[src/rtl/morra_match_driver_if.sv]
// Referee-side bus of the morra match driver: match-open strobe, move pair out,
// round/match verdicts back.
interface morra_match_driver_if;
  logic       inizio;
  logic [1:0] primo;
  logic [1:0] secondo;
  logic [1:0] manche;
  logic [1:0] partita;

  modport master (output inizio, output primo, output secondo, input manche, input partita);
  modport slave  (input inizio, input primo, input secondo, output manche, output partita);
endinterface

[src/rtl/morra_match_driver.sv]
// Morra match driver: opens a match on the referee, plays LFSR-generated moves and keeps score.
// Optional shadow referee enabled by defining MORRA_SCOREBOARD_EN (adds o_mismatch).
module morra_match_driver #(
  parameter logic [15:0] LFSR_SEED   = 16'hACE1,
  parameter int          MAX_INVALID = 2
) (
  input  logic                 clk,
  input  logic                 rst_n,
  input  logic                 i_start,
  input  logic [3:0]           i_cfg_rounds,
  morra_match_driver_if.master ref_bus,
  output logic                 o_busy,
  output logic                 o_done,
  output logic [1:0]           o_result,
  output logic [4:0]           o_rounds,
  output logic [4:0]           o_score1,
  output logic [4:0]           o_score2,
  output logic                 o_err
`ifdef MORRA_SCOREBOARD_EN
  ,
  output logic                 o_mismatch
`endif
);

  typedef enum logic [1:0] {S_IDLE, S_INIT, S_PLAY, S_DONE} state_t;

  localparam logic [15:0] SEED_EFF = (LFSR_SEED == 16'h0000) ? 16'h0001 : LFSR_SEED;
  localparam int          CW       = $clog2(MAX_INVALID + 2);

  state_t r_state, w_state_nxt;
  logic [15:0] r_lfsr, w_lfsr_nxt;
  logic [1:0]  r_last_win, w_lw_nxt, r_last_move, w_lm_nxt;
  logic [4:0]  r_rounds, w_rounds_nxt, r_score1, w_score1_nxt, r_score2, w_score2_nxt;
  logic [4:0]  r_limit;
  logic [CW-1:0] r_inv, w_inv_nxt;
  logic [1:0]  r_result, w_result_nxt;
  logic        r_err, w_err_nxt;
  logic        r_inizio, r_busy, r_done;
  logic [1:0]  r_primo, r_secondo, w_p1, w_p2;

  function automatic logic [4:0] sat_inc(input logic [4:0] v);
    if (v == 5'd31) return v;
    else return v + 5'd1;
  endfunction

  function automatic logic [1:0] map_move(input logic [1:0] f);
    case (f)
      2'd0:    return 2'b01;
      2'd1:    return 2'b10;
      2'd2:    return 2'b11;
      default: return 2'b01;
    endcase
  endfunction

  function automatic logic [1:0] rot_move(input logic [1:0] m);
    case (m)
      2'b01:   return 2'b10;
      2'b10:   return 2'b11;
      default: return 2'b01;
    endcase
  endfunction

  // FSM state register
  always_ff @(posedge clk or negedge rst_n) begin
    if (!rst_n) r_state <= S_IDLE;
    else        r_state <= w_state_nxt;
  end

  // Next state and next scoring values; verdict of a PLAY cycle is taken at its closing edge
  always_comb begin
    w_state_nxt  = r_state;
    w_lw_nxt     = r_last_win;
    w_lm_nxt     = r_last_move;
    w_rounds_nxt = r_rounds;
    w_score1_nxt = r_score1;
    w_score2_nxt = r_score2;
    w_inv_nxt    = r_inv;
    w_result_nxt = r_result;
    w_err_nxt    = r_err;
    case (r_state)
      S_IDLE: begin
        if (i_start) begin
          w_state_nxt  = S_INIT;
          w_lw_nxt     = 2'b00;
          w_lm_nxt     = 2'b00;
          w_rounds_nxt = 5'd0;
          w_score1_nxt = 5'd0;
          w_score2_nxt = 5'd0;
          w_inv_nxt    = '0;
          w_result_nxt = 2'b00;
          w_err_nxt    = 1'b0;
        end else begin
          w_state_nxt = S_IDLE;
        end
      end
      S_INIT: w_state_nxt = S_PLAY;
      S_PLAY: begin
        if (ref_bus.manche == 2'b00) begin
          w_inv_nxt = r_inv + {{(CW-1){1'b0}}, 1'b1};
        end else begin
          w_inv_nxt    = '0;
          w_rounds_nxt = sat_inc(r_rounds);
          w_lw_nxt     = ref_bus.manche;
          case (ref_bus.manche)
            2'b01: begin
              w_score1_nxt = sat_inc(r_score1);
              w_lm_nxt     = r_primo;
            end
            2'b10: begin
              w_score2_nxt = sat_inc(r_score2);
              w_lm_nxt     = r_secondo;
            end
            default: w_lm_nxt = 2'b00;
          endcase
        end
        // A decided match wins over any abort condition in the same cycle
        if (ref_bus.partita != 2'b00) begin
          w_result_nxt = ref_bus.partita;
          w_state_nxt  = S_DONE;
        end else if ((w_inv_nxt > CW'(MAX_INVALID)) || (w_rounds_nxt == r_limit)) begin
          w_err_nxt    = 1'b1;
          w_result_nxt = 2'b00;
          w_state_nxt  = S_DONE;
        end else begin
          w_state_nxt = S_PLAY;
        end
      end
      S_DONE:  w_state_nxt = S_IDLE;
      default: w_state_nxt = S_IDLE;
    endcase
  end

  // Next move pair from the stepped LFSR, with the last winner barred from repeating its move
  always_comb begin
    w_lfsr_nxt = {1'b0, r_lfsr[15:1]} ^ (r_lfsr[0] ? 16'hB400 : 16'h0000);
    w_p1 = map_move(w_lfsr_nxt[1:0]);
    w_p2 = map_move(w_lfsr_nxt[3:2]);
    if ((w_lw_nxt == 2'b01) && (w_p1 == w_lm_nxt)) w_p1 = rot_move(w_p1);
    else w_p1 = w_p1;
    if ((w_lw_nxt == 2'b10) && (w_p2 == w_lm_nxt)) w_p2 = rot_move(w_p2);
    else w_p2 = w_p2;
  end

  // Datapath and registered outputs
  always_ff @(posedge clk or negedge rst_n) begin
    if (!rst_n) begin
      r_lfsr      <= SEED_EFF;
      r_last_win  <= 2'b00;
      r_last_move <= 2'b00;
      r_rounds    <= 5'd0;
      r_score1    <= 5'd0;
      r_score2    <= 5'd0;
      r_limit     <= 5'd0;
      r_inv       <= '0;
      r_result    <= 2'b00;
      r_err       <= 1'b0;
      r_inizio    <= 1'b0;
      r_busy      <= 1'b0;
      r_done      <= 1'b0;
      r_primo     <= 2'b00;
      r_secondo   <= 2'b00;
    end else begin
      r_last_win  <= w_lw_nxt;
      r_last_move <= w_lm_nxt;
      r_rounds    <= w_rounds_nxt;
      r_score1    <= w_score1_nxt;
      r_score2    <= w_score2_nxt;
      r_inv       <= w_inv_nxt;
      r_result    <= w_result_nxt;
      r_err       <= w_err_nxt;
      r_inizio    <= (w_state_nxt == S_INIT);
      r_busy      <= (w_state_nxt == S_INIT) || (w_state_nxt == S_PLAY);
      r_done      <= (w_state_nxt == S_DONE);
      if (w_state_nxt == S_INIT) begin
        r_primo   <= i_cfg_rounds[3:2];
        r_secondo <= i_cfg_rounds[1:0];
        r_limit   <= 5'd5 + {1'b0, i_cfg_rounds};
      end else if (w_state_nxt == S_PLAY) begin
        r_lfsr    <= w_lfsr_nxt;
        r_primo   <= w_p1;
        r_secondo <= w_p2;
      end else begin
        r_primo   <= 2'b00;
        r_secondo <= 2'b00;
      end
    end
  end

`ifdef MORRA_SCOREBOARD_EN
  logic r_mismatch, w_mm_nxt;

  function automatic logic [1:0] beats(input logic [1:0] a, input logic [1:0] b);
    if (a == b) return 2'b11;
    else if (((a == 2'b10) && (b == 2'b01)) || ((a == 2'b01) && (b == 2'b11)) ||
             ((a == 2'b11) && (b == 2'b10))) return 2'b01;
    else return 2'b10;
  endfunction

  // Shadow referee: flags any verdict that disagrees with the move pair actually driven
  always_comb begin
    w_mm_nxt = r_mismatch;
    if ((r_state == S_IDLE) && i_start) begin
      w_mm_nxt = 1'b0;
    end else if (r_state == S_PLAY) begin
      if (ref_bus.manche != beats(r_primo, r_secondo)) w_mm_nxt = 1'b1;
      else w_mm_nxt = r_mismatch;
    end else begin
      w_mm_nxt = r_mismatch;
    end
  end

  // Sticky mismatch flag
  always_ff @(posedge clk or negedge rst_n) begin
    if (!rst_n) r_mismatch <= 1'b0;
    else        r_mismatch <= w_mm_nxt;
  end

  assign o_mismatch = r_mismatch;
`endif

  assign ref_bus.inizio  = r_inizio;
  assign ref_bus.primo   = r_primo;
  assign ref_bus.secondo = r_secondo;
  assign o_busy   = r_busy;
  assign o_done   = r_done;
  assign o_result = r_result;
  assign o_rounds = r_rounds;
  assign o_score1 = r_score1;
  assign o_score2 = r_score2;
  assign o_err    = r_err;

endmodule

[src/flat_wrapper.sv]
// flat-port wrapper written by rule: the top's interface ports become plain ports
module morra_match_driver_flat 
#(
  parameter logic [15:0] LFSR_SEED   = 16'hACE1,
  parameter int          MAX_INVALID = 2
)
  (clk, rst_n, i_start, i_cfg_rounds, o_busy, o_done, o_result, o_rounds, o_score1, o_score2, o_err, ref_bus_inizio, ref_bus_primo, ref_bus_secondo, ref_bus_manche, ref_bus_partita);
  morra_match_driver_if ref_bus_i ();
  input  logic clk;
  input  logic rst_n;
  input  logic i_start;
  input  logic [3:0] i_cfg_rounds;
  output logic o_busy;
  output logic o_done;
  output logic [1:0] o_result;
  output logic [4:0] o_rounds;
  output logic [4:0] o_score1;
  output logic [4:0] o_score2;
  output logic o_err;
  output wire logic [$bits(ref_bus_i.inizio)-1:0] ref_bus_inizio;
  output wire logic [$bits(ref_bus_i.primo)-1:0] ref_bus_primo;
  output wire logic [$bits(ref_bus_i.secondo)-1:0] ref_bus_secondo;
  input wire logic [$bits(ref_bus_i.manche)-1:0] ref_bus_manche;
  input wire logic [$bits(ref_bus_i.partita)-1:0] ref_bus_partita;
  assign ref_bus_inizio = ref_bus_i.inizio;
  assign ref_bus_primo = ref_bus_i.primo;
  assign ref_bus_secondo = ref_bus_i.secondo;
  assign ref_bus_i.manche = ref_bus_manche;
  assign ref_bus_i.partita = ref_bus_partita;
  morra_match_driver #(.LFSR_SEED(LFSR_SEED), .MAX_INVALID(MAX_INVALID)) u_core (.clk(clk), .rst_n(rst_n), .i_start(i_start), .i_cfg_rounds(i_cfg_rounds), .ref_bus(ref_bus_i), .o_busy(o_busy), .o_done(o_done), .o_result(o_result), .o_rounds(o_rounds), .o_score1(o_score1), .o_score2(o_score2), .o_err(o_err));
endmodule
[config.mk]
export PLATFORM = sky130hd
export DESIGN_NAME = morra_match_driver_flat
export DESIGN_NICKNAME = d
export VERILOG_FILES = /design/src/rtl/morra_match_driver_if.sv /design/src/rtl/morra_match_driver.sv /design/src/flat_wrapper.sv
export SDC_FILE = /design/constraint.sdc
export NUM_CORES = 1
export LEC_CHECK = 0
export ABC_AREA = 1
export ABC_CLOCK_PERIOD_IN_PS = 3200
export CAP_MARGIN = 0
export CORE_MARGIN = 2
export CORE_UTILIZATION = 34
export CTS_CLUSTER_SIZE = 25
export DETAILED_ROUTE_END_ITERATION = 12
export PLACE_DENSITY = 0.6
export SKIP_LAST_GASP = 1
export SYNTH_ARGS = -nofsm -noshare
export SYNTH_HDL_FRONTEND = slang
export SYNTH_SLANG_ARGS = --single-unit
export TNS_END_PERCENT = 100
[constraint.sdc]
create_clock -name clk -period 3.2 [get_ports clk]
set_input_delay 0.32 -clock clk [delete_from_list [all_inputs] [get_ports clk]]
set_output_delay 0.32 -clock clk [all_outputs]
set_load 0.005 [all_outputs]
==> impl_metrics.env <==
export IMPL_dp_hpwl_um=4700
export IMPL_pwr_share_seq=0.344
export IMPL_combPwrFrac=0.485
export IMPL_antenna_found_initial=0
export IMPL_crit_top_cell="nand2_1"
export IMPL_reg2reg_slack_ns=0.49
export IMPL_stdcell_area_sq_um=3500
export IMPL_hold_violations=0
export IMPL_cts_sinks=54
export IMPL_cp_slowest_cell="clkdlybuf4s50_1"
export IMPL_synth_nets=384
export IMPL_power_density_nw_per_um2=924
export IMPL_worstSetupStartpointType="primary input"
export IMPL_routabilityCongestion=0.838
export IMPL_p_leak_nw=1.70
export IMPL_arrival_ns=3.04
export IMPL_drv_cap=0
export IMPL_grt_pass1_vias=2266
export IMPL_skew_ns=0.0104
export IMPL_clockBufferDepth=2
export IMPL_cts_hold_buf=0
export IMPL_tightestPinTransition_ns=0.870
export IMPL_htree_levels=2
export IMPL_grt_overflow_total=0
export IMPL_outcome="complete, no violations"
export IMPL_pre_cts_slack_ns=0.0954
export IMPL_postRouteWirelength_um=6090
export IMPL_hold_path_class="in2async"
export IMPL_period_share=0.882
export IMPL_grt_pass1_wl_um=10400
export IMPL_die_h_um=95.8
export IMPL_clkTransAtPathRegs_ns=0.10
export IMPL_ys_warn_count=0
export IMPL_place_inst=494
export IMPL_detail_route_wl_per_cell_um=12.1
export IMPL_fin_cells=502
export IMPL_reg2reg_depth=17
export IMPL_vias_per_cell=4.57
export IMPL_core_sq_um=8220
export IMPL_crit_required_ns=3.42
export IMPL_num_vias=2292
export IMPL_ant_nets=0
export IMPL_holdWs_ns=0.128
export IMPL_ys_ff_latch=54
export IMPL_antenna_cells=0
export IMPL_drv_slew=0
export IMPL_syn_avg_cell_area_sq_um=8.08
export IMPL_peakVddDrop_v=0.000336
export IMPL_path_class="in2reg"
export IMPL_grtUsageTotal=0.144
export IMPL_dr_pass1_iters=4
export IMPL_r2r_end="u_core.ref_bus.secondo[1]"
export IMPL_cts_setup_buffers=0
export IMPL_worstPathMaxFanout=11
export IMPL_drt_iter0_markers=73
export IMPL_final_common_cell="nand2_1"
export IMPL_place_area_sq_um=3360
export IMPL_tns_ns=0
export IMPL_switching_share=0.409
export IMPL_switchingPower_w=0.00132
export IMPL_cts_resized=0
export IMPL_internal_power_w=0.00191
export IMPL_drive_gt1_frac=0.111
export IMPL_ios=36
export IMPL_critPathMaxStageDelay_ns=0.51
export IMPL_rsz0062_at_grt="no"
export IMPL_cts_tree="yes"
export IMPL_nets=425
export IMPL_syn_instance_count=355
export IMPL_drc=0
export IMPL_setup_slack_ns=0.378
export IMPL_ctsRootBufferMaster="clkbuf_8"
export IMPL_worstReg2RegStart="u_core.o_rounds[0]"
export IMPL_fin_crit_ns=2.82
export IMPL_crit_chain="clkdlybuf4s50_1 -> inv_1 -> ha_1 -> inv_2 -> nand2_1 -> nand2_1 -> nand2_1 -> inv_1 -> nand2_1 -> nand2_1 -> nand2_1 -> nand2_1 -> nor2_1 -> nand2_1 -> nand2_1 -> o21ai_1 -> inv_1 -> ha_1 -> nor2_1 -> nand2_1 -> o22ai_1"
export IMPL_placementRows=33
export IMPL_die_w_um=95.8
export IMPL_yosysSeqAreaShare=0.475
export IMPL_syn_area_sq_um=2870
export IMPL_setup_viol=0
export IMPL_numPortBuffers=35
export IMPL_start_util=0.349
export IMPL_cts_buffers_inserted=5
export IMPL_max_freq_ghz=0.354
export IMPL_endpoint_kind="flip-flop"
export IMPL_die_area_sq_um=9190
export IMPL_area_growth_pct=22.1
export IMPL_yosysUniqueCellTypes=32
export IMPL_slew_limit_headroom=0.420
export IMPL_grt_max_degree=40
export IMPL_clock_power_share=0.172
export IMPL_clk_latency_ns=0.30
export IMPL_final_cell_mix="nand2_1 (108), dfrtp_1 (46), inv_1 (36), clkdlybuf4s50_1 (34), nand3_1 (32)"
[area by class of cell]
| cell class | instances | area (sq um) |
|---|---|---|
| fill | 814 | 4710 |
| sequential | 54 | 1360 |
| multi-input combinational | 250 | 1310 |
| timing repair buffer | 40 | 383 |
| inverter | 45 | 171 |
| tap | 105 | 131 |
| clock buffer | 6 | 82.6 |
| clock inverter | 2 | 60.1 |
[Yosys cell counts]
cell        n  area, sq um
a21oi_1    10         50.1
a22oi_1     1         7.51
a32o_1      1         10.0
clkbuf_1    6         22.5
clkinv_1    1         3.75
dfrtp_1    46         1150
dfstp_2     8          210
ha_1       18          225
inv_1      36          135
inv_2       7         26.3
inv_4       1         6.26
nand2_1   108          405
nand2_2     5         31.3
nand2_4     1         11.3
nand3_1    32          160
nand3_2     1         10.0
nand3b_1    1         7.51
nand4_1     1         6.26
nor2_1     23         86.3
nor2_2      4         25.0
nor2_8      1         20.0
nor3_1      5         25.0
o21a_1      2         15.0
o21ai_0    22          110
o21ai_1     2         10.0
o21ai_2     1         8.76
o22ai_1     3         18.8
o22ai_2     1         12.5
or2_0       1         6.26
or2_1       1         6.26
xnor2_1     4         35.0
xor2_1      1         8.76
[power groups by stage]
| stage | Combinational, W | Clock, W | Sequential (W) |
|---|---|---|---|
| 5_1_grt | 0.00181 | 0.000604 | 0.00114 |
| 3_5_place_dp | 0.00158 | 0 | 0.00113 |
| 6_report | 0.00157 | 0.000555 | 0.00111 |
| 2_1_floorplan | 0.00105 | 0 | 0.00109 |
| 4_1_cts | 0.00159 | 0.000576 | 0.00111 |
| 3_3_place_gp | 0.00157 | 0 | 0.00112 |
[state kept, by name (all words and copies together), names as in the netlist]
name	count
u_core.r_last_win	2
u_core.r_state	2
u_core.o_err	1
u_core.o_score1	5
u_core.o_result	2
u_core.ref_bus.secondo	2
u_core.r_last_move	2
u_core.o_busy	1
u_core.ref_bus.primo	2
u_core.o_score2	5
u_core.r_limit	5
u_core.o_done	1
u_core.o_rounds	5
u_core.ref_bus.inizio	1
u_core.r_inv	2
u_core.r_lfsr	16
[worst max path at each step]
stage,startpoint,end,slack (ns),cells after the start
after floorplan,u_core.o_rounds[0],u_core.r_lfsr[12],0.70,18
after global placement,ref_bus_manche[0],u_core.ref_bus.secondo[1],0.19,21
after detailed placement,ref_bus_manche[0],u_core.ref_bus.secondo[1],0.1,21
after CTS,ref_bus_manche[0],u_core.ref_bus.secondo[1],0.41,21
after global routing,ref_bus_manche[0],u_core.r_limit[2],0.03,18
final,ref_bus_manche[0],u_core.ref_bus.secondo[1],0.38,21
[cell families (layout without fill, tap and decap cells)]
family,after synthesis,after routing,share of synthesized area
xor gates and xnor gates,5,5,0.0153
AOI/OAI and AO/OA,43,43,0.0846
buffers and inverters,51,93,0.0676
and+or+nand+nor,184,184,0.279
adders and majority gates,18,18,0.0785
DFF,54,54,0.475
[stage by stage]
step           utilization  total power, W
2_1_floorplan            -         0.00214
3_3_place_gp         0.409         0.00269
3_5_place_dp         0.409         0.00271
4_1_cts              0.426         0.00328
5_1_grt              0.426         0.00355
6_report             0.426         0.00324
[worst max-delay path: cells and delay by family]
kind	cells	cell delay [ns]
adders and majority gates	2	0.59
buffers and inverters	5	0.92
AOI/OAI and AO/OA	2	0.30
and+or+nand+nor	12	0.92
[routing by layer]
layer	share of wire	vias to the layer above	global-route usage
met2	0.49	19	0.245
met5	0	-	0
met1	0.48	1060	0.188
met4	0.0072	0	0.0333
li1	-	1209	-
met3	0.023	4	0.0274
Power figures use the tool's default switching activity.
==> edit, RTL diff (same flow settings) <==
The output `o_done` loses its register stage (`r_done` becomes a continuous assignment).
--- a/src/rtl/morra_match_driver.sv
+++ b/src/rtl/morra_match_driver.sv
@@ -157,5 +157,4 @@
       r_inizio    <= 1'b0;
       r_busy      <= 1'b0;
-      r_done      <= 1'b0;
       r_primo     <= 2'b00;
       r_secondo   <= 2'b00;
@@ -171,5 +170,4 @@
       r_inizio    <= (w_state_nxt == S_INIT);
       r_busy      <= (w_state_nxt == S_INIT) || (w_state_nxt == S_PLAY);
-      r_done      <= (w_state_nxt == S_DONE);
       if (w_state_nxt == S_INIT) begin
         r_primo   <= i_cfg_rounds[3:2];
@@ -187,4 +185,6 @@
   end
 
+  assign r_done = (w_state_nxt == S_DONE);
+
 `ifdef MORRA_SCOREBOARD_EN
   logic r_mismatch, w_mm_nxt;
Formal check against the unedited RTL: not equivalent (Yosys sat finds a counterexample within 4 cycles, from zero or initial values and one cycle with rst_n low).
==> edit against the original RTL <==
  * Worst hold slack lost 0.045 ns
  * Count of clock-buffer cells in the layout unchanged
  * Critical path depth decreased by 2
  * Area after synthesis fell by 0.87%
  * Clock power is 17% lower
  * Sequential cell count shrank 1
  * Total power fell by 2.1%
  * Routed wire length down 1.7%
  * Design area is 0.25% higher
  * Setup slack lost 0.17 ns
  * Critical endpoint is now o_done
==> edit: results (changes against the original RTL) <==
stage,metric,value,unit,change
synth,synth_nets,383,,-0.26%
critical_path,ff2ff_path_depth,16,,-1
finish,fin_area,3510,um2,+0.25%
critical_path,path_buf_inv,6,,+1
detailed_routing,wl_met1,2.95,mm,+0.58%
power_and_ir_drop,vdd_drop_max,0.458,mV,+37%
detailed_routing,wl_met3,220,um,+59%
critical_path,reg2reg_slack,0.71,ns,+0.22 ns
critical_path,crit_path_end,o_done,,
synth,avgSynthCellArea,8.03,um2,-0.59%
critical_path,worst_ep_arrival_time,2.67,ns,-0.37 ns
placement,place_inst,496,,+0.40%
grt,met2_usage,22.7,%,-1.8 points
synth,synth.area.top_cells,"dfrtp_1 (40%), nand2_1 (14%), ha_1 (7.9%)",,
power_and_ir_drop,switching_power,1.33,mW,+0.72%
grt,grt.met1_usage,20.2,%,+1.4 points
placement,detailed_place_hpwl,4.59,mm,-2.4%
detailed_routing,wl_per_cell,11.9,um,-2.3%
status,status,"complete, no violations",,
finish,final_nets,428,,+0.71%
grt,grt_pass1_vias,2324,,+2.6%
detailed_routing,vias,2390,,+4.3%
grt,grt_use_total,14.5,%,+0.16 points
critical_path,crit_path_max_incr_delay,0.48,ns,-0.03 ns
sta,hold-worst-slack,0.0834,ns,-0.0446 ns
[edit: cell count changes after synthesis]
cell     delta
dfrtp_1     -1
[edit: power by group through the flow]
stage                     sequential (mW)  clock [mW]  combinational (mW)
after floorplan                      1.07           0                1.06
after global placement               1.09           0                1.60
after detailed placement             1.10           0                1.62
after CTS                            1.08       0.474                1.63
after global routing                 1.12       0.498                1.89
final                                1.08       0.460                1.63
[edit: cell families after synthesis]
group,synth area share [%]
buffers and inverters,6.82
AND/OR/NAND/NOR,28.2
adder cells (fa/ha/maj),7.92
AO/OA/AOI/OAI,8.54
flip-flops,47.0
XOR/XNOR,1.54
[edit: cell type report]
cell class,instances,share of cell area (%)
multi-input cells,250,38.3
flip-flops and latches,53,38.1
repair buffers,44,11.8
inverters,45,4.95
well taps,105,3.74
clock buffers,6,2.07
clock inverters,2,1.10
[edit: what timing repair did]
action / in CTS / in global routing
endpoints found under the setup margin: 0 / 1
buffers inserted: 0 / 1
resized for setup: 0 / 11
